File: config.mk
export PLATFORM = sky130hd
export DESIGN_NAME = rv32_mod_mem_arbiter
export DESIGN_NICKNAME = d
export VERILOG_FILES = /design/src/rtl/rv32_mem_arb_pkg.sv /design/src/rtl/rv32_mod_mem_arb_pick.sv /design/src/rtl/rv32_mod_mem_arbiter.sv
export SDC_FILE = /design/constraint.sdc
export NUM_CORES = 1
export LEC_CHECK = 0
export CORE_UTILIZATION = 30
export DETAILED_ROUTE_END_ITERATION = 8
export MAX_ROUTING_LAYER = met4
export PLACE_DENSITY = 0.78
export SKIP_LAST_GASP = 1
export SLEW_MARGIN = 10
export SYNTH_ARGS = -nofsm -noshare
export SYNTH_HDL_FRONTEND = slang
export SYNTH_SLANG_ARGS = --single-unit
File: constraint.sdc
create_clock -name clk -period 2.7 [get_ports clk]
set_input_delay 0.405 -clock clk [delete_from_list [all_inputs] [get_ports clk]]
set_output_delay 0.405 -clock clk [all_outputs]
set_load 0.01 [all_outputs]
File: src/rtl/rv32_mem_arb_pkg.sv
// Shared types for the rv32imc_ss memory-port arbiter.
// Grant states, owner tag and the latched bus transaction.
package rv32_mem_arb_pkg;

  typedef enum logic [1:0] {
    IDLE  = 2'd0,
    GNT_D = 2'd1,
    GNT_I = 2'd2
  } arb_state_e;

  typedef enum logic {
    OWN_D = 1'b0,
    OWN_I = 1'b1
  } owner_e;

  localparam logic [3:0] FETCH_BE = 4'b1111;

  typedef struct packed {
    logic        wr;
    logic [3:0]  be;
    logic [31:0] addr;
    logic [31:0] wdata;
  } mem_txn_t;

endpackage

File: src/rtl/rv32_mod_mem_arb_pick.sv
// Fetch/LSU winner selection with a saturating fetch-starvation counter.
// Data wins ties until STARVE_LIMIT data grants were made while fetch waited.
module rv32_mod_mem_arb_pick #(
  parameter int unsigned STARVE_LIMIT = 4
) (
  input  logic clk,
  input  logic reset,
  input  logic i_req,
  input  logic d_req,
  input  logic gnt,
  output logic fetch_win
);

  localparam logic [3:0] LIMIT = 4'(STARVE_LIMIT);

  logic [3:0] starve_cnt_q;
  logic [3:0] starve_cnt_d;

  always_comb begin
    fetch_win = 1'b0;
    if (i_req && d_req) begin
      fetch_win = (starve_cnt_q == LIMIT);
    end else if (i_req) begin
      fetch_win = 1'b1;
    end
  end

  always_comb begin
    starve_cnt_d = starve_cnt_q;
    if (!i_req) begin
      starve_cnt_d = '0;
    end else if (gnt && fetch_win) begin
      starve_cnt_d = '0;
    end else if (gnt && starve_cnt_q != LIMIT) begin
      starve_cnt_d = starve_cnt_q + 4'd1;
    end
  end

  always_ff @(posedge clk or posedge reset) begin
    if (reset) begin
      starve_cnt_q <= '0;
    end else begin
      starve_cnt_q <= starve_cnt_d;
    end
  end

endmodule

File: src/rtl/rv32_mod_mem_arbiter.sv
// Fetch/LSU arbiter for the single rv32imc_ss memory port.
// Optional bus-ack watchdog: define RV32_MEM_ARB_TIMEOUT_EN.
module rv32_mod_mem_arbiter
  import rv32_mem_arb_pkg::*;
#(
  parameter int unsigned STARVE_LIMIT   = 4,
  parameter int unsigned TIMEOUT_CYCLES = 255
) (
  input  logic        clk,
  input  logic        reset,
  input  logic        i_req,
  input  logic [31:0] i_addr,
  output logic [31:0] i_data_o,
  output logic        i_ack,
  output logic        i_err,
  input  logic        d_req,
  input  logic        d_wr,
  input  logic [3:0]  d_be,
  input  logic [31:0] d_addr,
  input  logic [31:0] d_data_i,
  output logic [31:0] d_data_o,
  output logic        d_ack,
  output logic        d_err,
  output logic        mem_req,
  output logic        mem_wr,
  output logic [3:0]  mem_be,
  output logic [31:0] mem_addr,
  output logic [31:0] mem_data_o,
  input  logic [31:0] mem_data_i,
  input  logic        mem_ack,
  input  logic        mem_err
);

  arb_state_e state_q, state_d;
  mem_txn_t   txn_q, txn_d;
  owner_e     win;
  logic       fetch_win;
  logic       busy, done, gnt, tmo;
  logic       own_d, own_i, bus_ok, bus_bad;

  assign busy  = (state_q != IDLE);
  assign own_d = (state_q == GNT_D);
  assign own_i = (state_q == GNT_I);
  assign done  = busy && (mem_ack || mem_err || tmo);
  assign win   = fetch_win ? OWN_I : OWN_D;

  rv32_mod_mem_arb_pick #(
    .STARVE_LIMIT(STARVE_LIMIT)
  ) u_pick (
    .clk      (clk),
    .reset    (reset),
    .i_req    (i_req),
    .d_req    (d_req),
    .gnt      (gnt),
    .fetch_win(fetch_win)
  );

`ifdef RV32_MEM_ARB_TIMEOUT_EN
  logic [15:0] wait_cnt_q, wait_cnt_d;

  assign tmo = busy && !mem_ack && !mem_err &&
               (wait_cnt_q == 16'(TIMEOUT_CYCLES - 1));

  always_comb begin
    wait_cnt_d = wait_cnt_q;
    if (gnt) begin
      wait_cnt_d = '0;
    end else if (busy && !mem_ack && !mem_err) begin
      wait_cnt_d = wait_cnt_q + 16'd1;
    end
  end

  always_ff @(posedge clk or posedge reset) begin
    if (reset) begin
      wait_cnt_q <= '0;
    end else begin
      wait_cnt_q <= wait_cnt_d;
    end
  end
`else
  // Watchdog compiled out; a zero limit is outside the legal range.
  assign tmo = (TIMEOUT_CYCLES == 0);
`endif

  // Completion re-arbitrates both requesters, so back-to-back grants
  // keep mem_req high and honour the starvation bound.
  always_comb begin
    state_d = state_q;
    txn_d   = txn_q;
    gnt     = 1'b0;
    if (!busy || done) begin
      state_d = IDLE;
      if (i_req || d_req) begin
        gnt = 1'b1;
        if (win == OWN_I) begin
          state_d     = GNT_I;
          txn_d.wr    = 1'b0;
          txn_d.be    = FETCH_BE;
          txn_d.addr  = i_addr;
          txn_d.wdata = '0;
        end else begin
          state_d     = GNT_D;
          txn_d.wr    = d_wr;
          txn_d.be    = d_be;
          txn_d.addr  = d_addr;
          txn_d.wdata = d_data_i;
        end
      end
    end
  end

  always_ff @(posedge clk or posedge reset) begin
    if (reset) begin
      state_q <= IDLE;
      txn_q   <= '0;
    end else begin
      state_q <= state_d;
      txn_q   <= txn_d;
    end
  end

  assign bus_ok  = mem_ack && !mem_err;
  assign bus_bad = mem_err || tmo;

  assign mem_req    = busy && !tmo;
  assign mem_wr     = txn_q.wr;
  assign mem_be     = txn_q.be;
  assign mem_addr   = txn_q.addr;
  assign mem_data_o = txn_q.wdata;

  assign i_ack    = own_i && bus_ok;
  assign i_err    = own_i && bus_bad;
  assign d_ack    = own_d && bus_ok;
  assign d_err    = own_d && bus_bad;
  assign i_data_o = busy ? mem_data_i : '0;
  assign d_data_o = busy ? mem_data_i : '0;

endmodule
==> metrics.log <==
[metrics] run status: complete, no violations
[metrics] floorplan die height: 110 um
[metrics] Diodes inserted: 0
[metrics] post-detailed-routing wire length: 11,300 um
[metrics] Final TNS setup: 0 ns
[metrics] area of combinational cells with multiple inputs: 1140 sq um
[metrics] die area: 12,200 sq um
[metrics] Total GRT Usage: 18.8%
[metrics] Root Driver: sky130_fd_sc_hd__clkbuf_16
[metrics] number of buffers on the longest clock path: 2
[metrics] kind of critical path: flop to output port
[metrics] CTS HTree Levels: 3
[metrics] Post-synth EDFFs: 0
[metrics] number of resized instances in the post-cts repair step: 0
[metrics] share of post-route cells with drive strength above 1: 4.89%
[metrics] largest net degree at the start of global routing: 72
[metrics] TritonCTS Buffers: 9
[metrics] cell taking the most area after synthesis: sky130_fd_sc_hd__dfrtp_1
[metrics] element type at the critical path start: flop
[metrics] Via-to-Cell Ratio: 4.86
[metrics] total overflow reported by the global router: 0
[metrics] area share of and/or/nand/nor cells after synthesis: 10.4%
[metrics] DP Wirelength: 8540 um
[metrics] total number of yosys warnings: 0
[metrics] cell-by-cell trace of the critical path: or2_4 > and2_1 > clkdlybuf4s50_1
[metrics] Initial Utilization: 30.8%
[metrics] slowest cell delay on critical path: 0.55 ns
[metrics] total area of sequential cells: 1880 sq um
[metrics] antenna violations before repair: 0
[metrics] Critical Path Sink Type: output port
[metrics] proportion of netlist area held by the largest area contributor: 53.3%
[metrics] instance count of the mapped netlist: 308
[metrics] Synth Net Count: 449
[metrics] Final period util: 85.7%
[metrics] Boundary Pins: 277
[metrics] x dimension of the die: 110 um
[metrics] signal arrival time at the worst endpoint: 1.91 ns
[metrics] area added between synthesis and finish: 83.6%
[metrics] data required time at the worst endpoint: 2.30 ns
[metrics] commonest cells after routing, fill and taps aside: sky130_fd_sc_hd__clkdlybuf4s50_1 (276), sky130_fd_sc_hd__dfrtp_1 (75), sky130_fd_sc_hd__inv_1 (36)
[metrics] number of failing hold endpoints at the final stage: 0
[metrics] post-detailed-route wirelength per cell: 16.3 um
[metrics] fill cell count: 936
[metrics] Relative slew margins: 53.6%
[metrics] cell with the largest stage delay on the worst path: sky130_fd_sc_hd__clkdlybuf4s50_1
[metrics] total setup violations reported at the end of the flow: 0
[metrics] netlist area before placement: 3520 sq um
[metrics] row cnt: 39
[metrics] leakage component of the power: 2.82 nW
[metrics] hold buffers post-CTS: 0
[metrics] number of different library cells in the post-synthesis netlist: 30
[metrics] post-route antenna net violation count: 0
[metrics] clk_skew: 0.00423 ns
[metrics] first-pass GRT wire length: 16,600 um
[metrics] combinational family with the most area after synthesis: compound AO/OA/AOI/OAI gates
[metrics] shortest clock period the worst path allows after layout: 2.31 ns
[metrics] share of cell area taken by muxes after synthesis: 0.853%
[metrics] DRC violation total after the first TritonRoute iteration: 283
[metrics] CTS tree: yes
[metrics] number of global-route vias before repair: 3,420
[metrics] Synth Area per Inst: 11.4 sq um
[metrics] DRC violations left: 0
[metrics] synth top area cells: sky130_fd_sc_hd__dfrtp_1 (53%), sky130_fd_sc_hd__a222oi_1 (9.1%), sky130_fd_sc_hd__a22o_1 (8.7%)
[metrics] sequential element share of the synthesized area: 53.3%
[metrics] Min-Delay Path Class: flop to flop
[metrics] final weighted congestion in routability-driven placement: 0.785
[metrics] proportion of register bits with asynchronous set or reset after synthesis: 100%
[metrics] arithmetic-cell share of the synthesized area counting full adders, half adders and majority gates: 0.711%
[metrics] Hold WS: 0.504 ns
[metrics] maximum clock frequency: 432 MHz
[metrics] I/O Buffers: 276
[metrics] Max-cap violations: 0
[metrics] slew at the pin with the worst max-slew slack: 0.696 ns
[metrics] setup repair bufs after CTS: 0
[metrics] via total after detailed routing: 3,378
[metrics] dominant synthesized flop cell: sky130_fd_sc_hd__dfrtp_1
[metrics] most common cell after layout, fill and taps aside: sky130_fd_sc_hd__clkdlybuf4s50_1
[metrics] standard cell core area: 11,400 sq um
[metrics] clock network latency to the later pin of the worst-skew pair: 0.33 ns
[metrics] number of register bits inferred by synthesis: 75
[metrics] count of nets after finishing: 688
[metrics] share of the synthesized area in compound gates (AO/OA/AOI/OAI): 19.7%
[metrics] Worst IR Drop VDD: 0.000366 V
[metrics] Max Transition Viols Final: 0
[metrics] setup repair after global routing missed its margin: no
[metrics] PD cells: 563 nW/um^2
[metrics] maximum net fanout on the critical path: 38
[metrics] DR pass1 iterations: 6
[metrics] post-synthesis share of cell area spent on xor and xnor gates: 0%
[metrics] Clock Pin Slew Worst Setup and Hold Paths: 0.06 ns
[metrics] number of sinks handled by clock tree synthesis: 75
-- where the power goes --
part	internal [mW]	switching, mW	total, mW
clock network	0.764	0.439	1.20
registers	1.25	0.0801	1.33
logic	0.675	0.426	1.10
-- layout make-up --
class                   count  area share [%]
repair buffers            282            43.7
flip-flops and latches     75            29.1
multi-input cells         142            17.6
clock buffers              12            3.97
well taps                 143            2.77
inverters                  37            2.15
clock inverters             4           0.755
-- per-stage QoR --
stage	worst slack, ns	cells	total power [mW]	utilization, %	instance area, sq um
global route	0.255	695	3.83	56.6	6460
floorplan	0.385	308	1.81	-	3520
detailed placement	0.329	679	2.46	53.9	6150
finish	0.386	695	3.64	56.6	6460
global placement	0.410	679	2.44	53.9	6150
CTS	0.367	695	3.69	56.6	6460
-- worst paths after layout --
path,start,cells after the start,slack (ns),endpoint
max,state_q[1],3,0.39,i_data_o[16]
min,mem_data_o[27],1,0.50,mem_data_o[27]
max reg2reg,u_pick.starve_cnt_q[0],7,0.65,mem_addr[28]
min reg2reg,mem_data_o[27],1,0.50,mem_data_o[27]
max in group asynchronous,reset,3,1.82,mem_data_o[24]
min in group asynchronous,reset,3,0.52,mem_be[3]
-- per-layer routing --
metal  track usage [%]  vias up  wire length [um]
li1                  -     1565                 -
met1              19.7     1606              4090
met2              34.1      191              6060
met3              4.23       16               970
met4              7.52        0               203
met5                 -        -                 0
-- critical path, delay by kind of cell (launching register included) --
kind / cells / cell delay, ns
simple gates: 2 / 0.60
flops: 1 / 0.42
buf+inv: 1 / 0.55
-- sequential cells by signal (all words and copies together) (netlist names) --
signal,count
mem_addr,32
u_pick.starve_cnt_q,4
state_q,2
mem_wr,1
mem_be,4
mem_data_o,32
-- synthesized netlist by cell type, drive strengths merged, types with 3 or more instances --
master  number
dfrtp       75
buf         44
inv         37
a22o        35
and2        34
a222oi      32
clkbuf      10
nand2        9
a21oi        5
o21ai        4
mux2i        3
-- kinds of logic (layout without fill, tap and decap cells) --
kind of cell	Yosys count	in the layout
mux	3	3
flops	75	75
buf+inv	91	335
compound gates	78	78
simple gates	59	59
fa+ha+maj	2	2
No activity file was read; power rests on OpenSTA's default activity.
==> RTL change (config.mk and constraints unchanged) <==
Build with the macro `RV32_MEM_ARB_TIMEOUT_EN` defined.
--- a/src/rtl/rv32_mod_mem_arbiter.sv
+++ b/src/rtl/rv32_mod_mem_arbiter.sv
@@ -1,5 +1,7 @@
 // Fetch/LSU arbiter for the single rv32imc_ss memory port.
 // Optional bus-ack watchdog: define RV32_MEM_ARB_TIMEOUT_EN.
+`define RV32_MEM_ARB_TIMEOUT_EN
+
 module rv32_mod_mem_arbiter
   import rv32_mem_arb_pkg::*;
 #(
Check against the original RTL: same outputs for any inputs over 4 cycles, from zero or initial values and one cycle with reset high; that may be too few to reach the edited logic, so the function may still have changed.
==> RTL change against the unedited design <==
Worst setup slack worse by 140 ps; register-to-register slack got worse by 210 ps; sequential cell count rose by 16; non-clock buffer count rose by 6; total power up 13%; highest routed layer unchanged; area after synthesis increased by 44%; design area up 26%; wire length is 23% higher.
==> RTL change: results (changes against the unedited design) <==
Status
  – Status: finished, final reports clean

Synth
  – Unique masters post-synth: 43 (+43%)
  – Synth Net Count: 619 (+38%)
  – Ranking of synthesized cells by area: dfrtp_1 (45%), mux2_2 (13%), mux2i_1 (7.3%)
  – Sequential element share of the synthesized area: 0.449 (-0.0846)

Detailed routing
  – Drt first pass iters: 4 (-2)
  – Initial DRC Count: 94 (-67%)

Placed design
  – Placed cell count: 925 (+36%)
  – Detailed placement HPWL: 10,500 µm (+23%)
  – Placed Area: 0.00784 mm² (+27%)
  – Pre-CTS setup slack: 308 ps (-20.8 ps)

STA
  – Final Hold Slack: 508 ps (+4.02 ps)
  – Fin Clk Skew: 12.1 ps (+7.87 ps)
  – Final setup margin: 250 ps (-137 ps)

Critical path
  – Critical R2R Capture: mem_addr[27]
  – FF-to-FF path depth: 8 (+1)
  – Worst path max stage delay: 430 ps (-120 ps)
  – Worst EP arrival: 2050 ps (+140 ps)

Layout
  – Clock buffers: 10 (-2)
  – Nonclk buf count: 288 (+2.1%)
  – Fill count: 1,522 (+63%)
  – Final core occ: 0.492 (-0.0738)
  – Multi-input gates: 280 (+97%)
  – Multi-input combinational cell area: 0.00221 mm² (+94%)
  – Data buffer area share: 0.358 (-0.0790)

Global route
  – Gr usage total: 0.172 (-0.0165)
  – Vias in the first global route: 4,529 (+32%)
  – Pin count of the biggest net entering global routing: 58 (-19%)

Min path
  – Worst hold endpoint: mem_addr[8]
  – Hold_sp: mem_addr[8]

Power
  – Leakage: 3.52 nW (+25%)
  – Clk pwr share: 0.291 (-0.040)
  – Sequential Power: 1.60 mW (+20%)
==> RTL change: cell count changes after synthesis, sizes merged, moves of 8 or more <==
cell,change
nand2,+31
mux2,+64
and2,-33
nor2b,+31
o31ai,+11
mux2i,+34
a21oi,+14
a22o,-34
a222oi,-32
or4,+9
inv,+10
dfrtp,+16
nor2,+9
nand3,+8
==> RTL change: what timing repair did <==
action                                  CTS  global route
gates resized for setup                   1             3
endpoints found under the setup margin    3             2
cloned                                    0             0
buffers inserted                          1             0
pin swaps                                 1             1
==> RTL change: layer usage <==
layer / up-vias / wire (µm) / GRT usage
li1: 2070 / - / -
met5: - / 0 / -
met4: 0 / 424 / 0.0807
met3: 28 / 945 / 0.0300
met2: 217 / 7190 / 0.305
met1: 2078 / 5410 / 0.185
==> RTL change: cells by family after synthesis <==
kind of cell               after synthesis  synth area share
AOI/OAI and AO/OA                       48            0.0604
adders and majority gates                4           0.00986
buffers and inverters                  105             0.118
DFF                                     91             0.449
muxes                                  101             0.220
and+or+nand+nor                        127             0.142
